`src/rtl/pass_deser.sv`:
```
// Serial framing receiver: start bit, WIDTH data bits LSB first, optional even parity, stop bit.
// Define PASS_DESER_PARITY_EN to add the parity bit and parity_err reporting.
module pass_deser #(
    parameter int   WIDTH      = 8,
    parameter logic IDLE_LEVEL = 1'b1
) (
    input  logic             clock,
    input  logic             reset_n,
    input  logic             in,
    output logic [WIDTH-1:0] out_data,
    output logic             out_valid,
    input  logic             out_ready,
    output logic             frame_err,
    output logic             overrun,
    output logic             parity_err
);

    localparam int CW = $clog2(WIDTH);
    localparam logic [CW-1:0] LAST_BIT = CW'(WIDTH - 1);

    localparam logic [2:0] ST_IDLE   = 3'd0;
    localparam logic [2:0] ST_DATA   = 3'd1;
`ifdef PASS_DESER_PARITY_EN
    localparam logic [2:0] ST_PARITY = 3'd2;
`endif
    localparam logic [2:0] ST_STOP   = 3'd3;
    localparam logic [2:0] ST_BREAK  = 3'd4;

    logic [2:0]       state_reg, state_next;
    logic [CW-1:0]    cnt_reg, cnt_next;
    logic [WIDTH-1:0] shift_reg, shift_next, shift_ins;
    logic [WIDTH-1:0] data_reg, data_next;
    logic             valid_reg, valid_next;
    logic             frame_err_reg, frame_err_next;
    logic             overrun_reg, overrun_next;
    logic             word_done;
    logic             parity_bad;

`ifdef PASS_DESER_PARITY_EN
    logic parity_bit_reg, parity_bit_next;
    logic parity_err_reg, parity_err_next;

    // Even parity: data bits plus parity bit must XOR to zero.
    assign parity_bad = ^{shift_reg, parity_bit_reg};
`else
    assign parity_bad = 1'b0;
`endif

    generate
        for (genvar gi = 0; gi < WIDTH; gi++) begin : g_ins
            assign shift_ins[gi] = (cnt_reg == CW'(gi)) ? in : shift_reg[gi];
        end
    endgenerate

    always_comb begin
        state_next     = state_reg;
        cnt_next       = cnt_reg;
        shift_next     = shift_reg;
        data_next      = data_reg;
        valid_next     = valid_reg;
        frame_err_next = 1'b0;
        overrun_next   = 1'b0;
        word_done      = 1'b0;
`ifdef PASS_DESER_PARITY_EN
        parity_bit_next = parity_bit_reg;
        parity_err_next = 1'b0;
`endif
        if (valid_reg && out_ready) begin
            valid_next = 1'b0;
        end
        case (state_reg)
            ST_IDLE: begin
                if (in != IDLE_LEVEL) begin
                    state_next = ST_DATA;
                    cnt_next   = '0;
                end
            end
            ST_DATA: begin
                shift_next = shift_ins;
                if (cnt_reg == LAST_BIT) begin
`ifdef PASS_DESER_PARITY_EN
                    state_next = ST_PARITY;
`else
                    state_next = ST_STOP;
`endif
                end else begin
                    cnt_next = cnt_reg + CW'(1);
                end
            end
`ifdef PASS_DESER_PARITY_EN
            ST_PARITY: begin
                parity_bit_next = in;
                state_next      = ST_STOP;
            end
`endif
            ST_STOP: begin
`ifdef PASS_DESER_PARITY_EN
                parity_err_next = parity_bad;
`endif
                if (in == IDLE_LEVEL) begin
                    state_next = ST_IDLE;
                    word_done  = !parity_bad;
                end else begin
                    state_next     = ST_BREAK;
                    frame_err_next = 1'b1;
                end
            end
            ST_BREAK: begin
                if (in == IDLE_LEVEL) begin
                    state_next = ST_IDLE;
                end
            end
            default: state_next = ST_IDLE;
        endcase
        // A completed word only displaces the pending one if it is being accepted now.
        if (word_done) begin
            if (!valid_reg || out_ready) begin
                data_next  = shift_reg;
                valid_next = 1'b1;
            end else begin
                overrun_next = 1'b1;
            end
        end
    end

    always_ff @(posedge clock or negedge reset_n) begin
        if (!reset_n) begin
            state_reg     <= ST_IDLE;
            cnt_reg       <= '0;
            shift_reg     <= '0;
            data_reg      <= '0;
            valid_reg     <= 1'b0;
            frame_err_reg <= 1'b0;
            overrun_reg   <= 1'b0;
`ifdef PASS_DESER_PARITY_EN
            parity_bit_reg <= 1'b0;
            parity_err_reg <= 1'b0;
`endif
        end else begin
            state_reg     <= state_next;
            cnt_reg       <= cnt_next;
            shift_reg     <= shift_next;
            data_reg      <= data_next;
            valid_reg     <= valid_next;
            frame_err_reg <= frame_err_next;
            overrun_reg   <= overrun_next;
`ifdef PASS_DESER_PARITY_EN
            parity_bit_reg <= parity_bit_next;
            parity_err_reg <= parity_err_next;
`endif
        end
    end

    assign out_data  = data_reg;
    assign out_valid = valid_reg;
    assign frame_err = frame_err_reg;
    assign overrun   = overrun_reg;
`ifdef PASS_DESER_PARITY_EN
    assign parity_err = parity_err_reg;
`else
    assign parity_err = 1'b0;
`endif

endmodule

```
`config.mk`:
```
export PLATFORM = sky130hd
export DESIGN_NAME = pass_deser
export DESIGN_NICKNAME = d
export VERILOG_FILES = /design/src/rtl/pass_deser.sv
export SDC_FILE = /design/constraint.sdc
export NUM_CORES = 1
export LEC_CHECK = 0
export ABC_AREA = 1
export CAP_MARGIN = 0
export CORE_MARGIN = 4
export CORE_UTILIZATION = 45
export CTS_CLUSTER_DIAMETER = 30
export CTS_CLUSTER_SIZE = 12
export DETAILED_ROUTE_END_ITERATION = 7
export PLACE_DENSITY = 0.7
export SLEW_MARGIN = 20
export SYNTH_ARGS = -nofsm -noshare
export SYNTH_HDL_FRONTEND = slang
export SYNTH_SLANG_ARGS = --single-unit
```
`constraint.sdc`:
```
create_clock -name clock -period 1.3 [get_ports clock]
set_clock_uncertainty 0.2 [all_clocks]
set_input_delay 0.26 -clock clock [delete_from_list [all_inputs] [get_ports clock]]
set_output_delay 0.26 -clock clock [all_outputs]
set_load 0.1 [all_outputs]
```
* Yosys cells after proc, flatten, opt, wreduce, memory -nomap -nowiden
Cells that the tools add are included. Widths: inputs -> output; s select.
Word-level totals: flip-flop bits (word level) 25
Cells by class: reduce and logical (&&, ||, !) cells 17, add/subtract/negate cells 1, equality and inequality tests 14, multiplexer cells 17
Operators by type and width (number):
- $mux 3 | 6
- $reduce_and 2->1 | 9
- $eq 3x3->1 const B | 5
- $pmux 3 s4 | 1
- $eq 3x2->1 const B | 3
- $mux 1 | 9
- $ne 2x2->1 const B | 4
- $eq 3x1->1 const B | 2
- $logic_not 3->1 | 2
- $pmux 3 s2 | 1
- $reduce_and 3->1 | 2
- $add 3x1->3 const B | 1
- $reduce_bool 2->1 | 1
- $logic_and 1x1->1 | 1
- $logic_not 1->1 | 1
- $logic_or 1x1->1 | 1

* Depth between registers and ports, before layout
depth in word-level cells 4, gate-level depth with buffers 7

* Worst setup path before layout
Ideal clock, no wire load.
path type register to register, from register valid_reg, in the netlist out_valid, to register data_reg[0], in the netlist out_data[0], slack -0.535 ns, cell stages (with the launch flop) 5, arrival 1.513 ns, clock period less this slack 1.835 ns, path buffers 1, data required time 0.978 ns, library setup time 0.122 ns, cells stage by stage dfrtp_1 > nand2_1 > buf_1 > nand3_1 > nand2_1
Between the ends: longest elaborated chain between the ends 3
Ends and longest elaborated chain:
- start, declared | RTL line 33 | logic valid_reg, valid_next;
- start signal, assigned | RTL line 144 | valid_reg <= valid_next;
- $logic_not 1->1 | RTL line 117 | if (!valid_reg || out_ready) begin
- $logic_or 1x1->1 | RTL line 117
- $reduce_and 2->1 (no source line)
- end signal, assigned | RTL line 143 | data_reg <= data_next;
- end, declared | RTL line 32 | logic [WIDTH-1:0] data_reg, data_next;
Every way passes these cells. A chain may end at the register's enable or synchronous reset.

* Worst setup path after layout
from register valid_reg, in the netlist out_valid, to output port out_valid
RTL lines:
- end, declared | RTL line 11 | output logic out_valid,
No word-level cell between the ends.

==> impl_results.md <==
- Status: complete, but fails checks
- Failing checks: negative setup slack
- Worst Setup Start Kind: register
- # setup viols final: 32
- Number of synthesized flops with an enable pin: 0
- Layout cells sized above 1: between 40% and 50%
- CTS tree: built
- # IOs: 16
- Design Area, Final: 1795 um2
- Place WS: -0.2832 ns
- Delay-heaviest family, CP: flip-flops
- Pwr Density: ~2600 nW/um2
- Die X: 58.93 um
- Largest family of logic cells by synthesized area: simple AND/OR/NAND/NOR gates
- Crit Path Class: register to output port
- Fillers: 180
- Gr usage total: 16.01%
- Commonest non-fill, non-tap cell in the layout: nand2_1
- Achievable Freq: between 600 and 700 MHz
- Insertion delay to the later sink of the worst-skew pair: 0.31 ns
- Post-route ant nets: 0
- Input/output buffers: 14
- Fin crit period: roughly 1.5 ns
- H-tree lvl count: 1
- Synth top area cells: dfrtp_1, nand2_1, ha_1
- Most frequent cells in the layout: nand2_1, buf_4, dfrtp_1
- Syn nets: 141
- Synth area leader: dfrtp_1
- Sequential Area: between 600 and 700 um2
- Synth top area share: 53.59%
- Crit path max fanout: 2
- DPL Wire Length: 1724 um
- Root buffer cell: clkbuf_4
- Area grow syn2layout: 53.80%
- Post-DP Area: 1573 um2
- Die area: 3473 um2
- Slowest CP cell: dfrtp_4
- Static Leakage: 0.8947 nW
- Worst min path class: input port to asynchronous set/reset pin
- Drt wl/cell: ~13 um
- Number of global-route vias before repair: roughly 1000
- Effective utilization at floorplan: a little under half
- Distinct cells, synth: 19
- PnR worst setup slack: -0.1514 ns
- Sequence of cells on the critical path: buf_12
- Mapped Cells: 131
- # clock sinks: 25
- Synthesized area per cell: slightly below 9 um2
- VDD IR-drop max: 2087 uV
- Crit path DAT: 0.99 ns
- Global-route wire length before repair: 4229 um
- Post-Synth Adder-Cell Area: around 6.4%
- Mux cell area share after synthesis: 0%
- Worst Path Buf+Inv: 1
- Final nets: 180
- Unrepaired setup endpoints after global routing: yes
- Vias/cell: ~5.0
- XOR/XNOR Fraction of Synth Area: 0%
- Final Hold Viols: 0
- Antenna cells: 0
- CTS clock-pin slew for the worst setup and hold paths: between 0.1 and 0.15 ns
- Worst path max stage delay: 0.51 ns
- DRT Pass-1 Iters: 4
- Syn. warnings: 0
- Post-synthesis compound-gate area fraction: between 3 and 4%
- Rows: 18
- Period utilisation layout: 111.6%
- Synth Area in Simple Gates: 28.94%
- Final WL: between 2000 and 3000 um
- Largest net degree at the start of global routing: 26
- Seq/Total Area, Yosys: 53.59%
- DIE HEIGHT: 58.93 um
- Dominant synthesized flop cell: dfrtp_1
- Cell Area, Synth: between 1000 and 1500 um2
- Critical Path RT: 0.84 ns
- Final RePlAce weighted congestion: slightly below 0.8
- Clock buffer depth: 2
- Area of the core: 2477 um2
- DRC errors left: 0
- Max-Cap Viols: 0
- Total CTS buffers: 3
- Ys async rst share: between 90% and 100%
- Vias: 1000
- #FFs+latches synth: 25
- Antenna violations before repair: 0
- Max-slew violations: 0
- Global route total overflow: 0
- Multi-input gate area: 580.6 um2
- 1st-iter DRT viols: 20
- Critical Path Sink Type: output port
## synthesized netlist by cell type (2+ instances only)
master   instances
inv_1           12
inv_2            3
o21ai_0          7
buf_4            2
nand3_1         10
ha_1             6
nand2_4          2
nand4_1          7
nand2_1         45
dfrtp_1         25
nor2_1           4
## stage by stage
step	hold slack [ns]	util (%)	instances	total power [W]	setup TNS [ns]
floorplan	-0.2356	-	131	0.002901	-0.3152
global placement	0.2740	63.48	183	0.003735	-3.630
detailed placement	0.2829	63.48	183	0.003814	-4.520
CTS	0.08974	69.29	195	0.004423	-2.430
global route	0.1017	72.47	199	0.004906	-4.631
finish	0.08620	72.47	199	0.004619	-2.668
## metal layers
layer	wire length [um]	global-route usage [%]	vias up
met5	0	0	-
met4	38	5.178	0
met3	102	2.412	6
met2	1337	30.60	25
met1	1032	17.85	475
li1	-	-	494
## worst paths after layout
path | start | end | slack (ns) | cells past startpoint
max in group asynchronous | reset_n | out_data[6]$_DFFE_PN0P_ | 0.65 | 2
min in group clock | shift_reg[3]$_DFFE_PN0P_ | shift_reg[3]$_DFFE_PN0P_ | 0.31 | 2
setup / recovery | out_valid$_DFF_PN0_ | out_valid | -0.15 | 1
hold reg to reg | shift_reg[3]$_DFFE_PN0P_ | shift_reg[3]$_DFFE_PN0P_ | 0.31 | 2
setup reg to reg | cnt_reg[0]$_DFFE_PN0P_ | shift_reg[7]$_DFFE_PN0P_ | -0.12 | 6
hold / removal | reset_n | overrun$_DFF_PN0_ | 0.09 | 2
## repair_timing
action                     in CTS  in global routing
pin swaps                       9                  1
hold buffers                    0                  0
setup buffers                   7                  4
cloned                          1                  0
resized for setup              19                 17
setup endpoints to repair      33                 34
## cell families (layout without fill, tap and decap cells)
family,after synthesis,after routing
AOI/OAI and AO/OA,9,9
adders and majority gates,6,6
buffers and inverters,19,56
DFF,25,25
other,1,1
and+or+nand+nor,71,72
## area by class of cell
cell class,count,share of cell area (%)
Tap cell,30,2.091
Clock buffer,4,1.463
Inverter,15,3.693
Sequential cell,25,35.75
Timing Repair Buffer,37,24.67
Multi-Input combinational cell,88,32.33
## power by group
group	switching (W)	internal, W
registers	0.000274	0.00111
logic	0.00173	0.00117
clock network	0.000216	0.000120
total	0.00222	0.00240
Note: power is estimated with default switching activity, not from simulation.
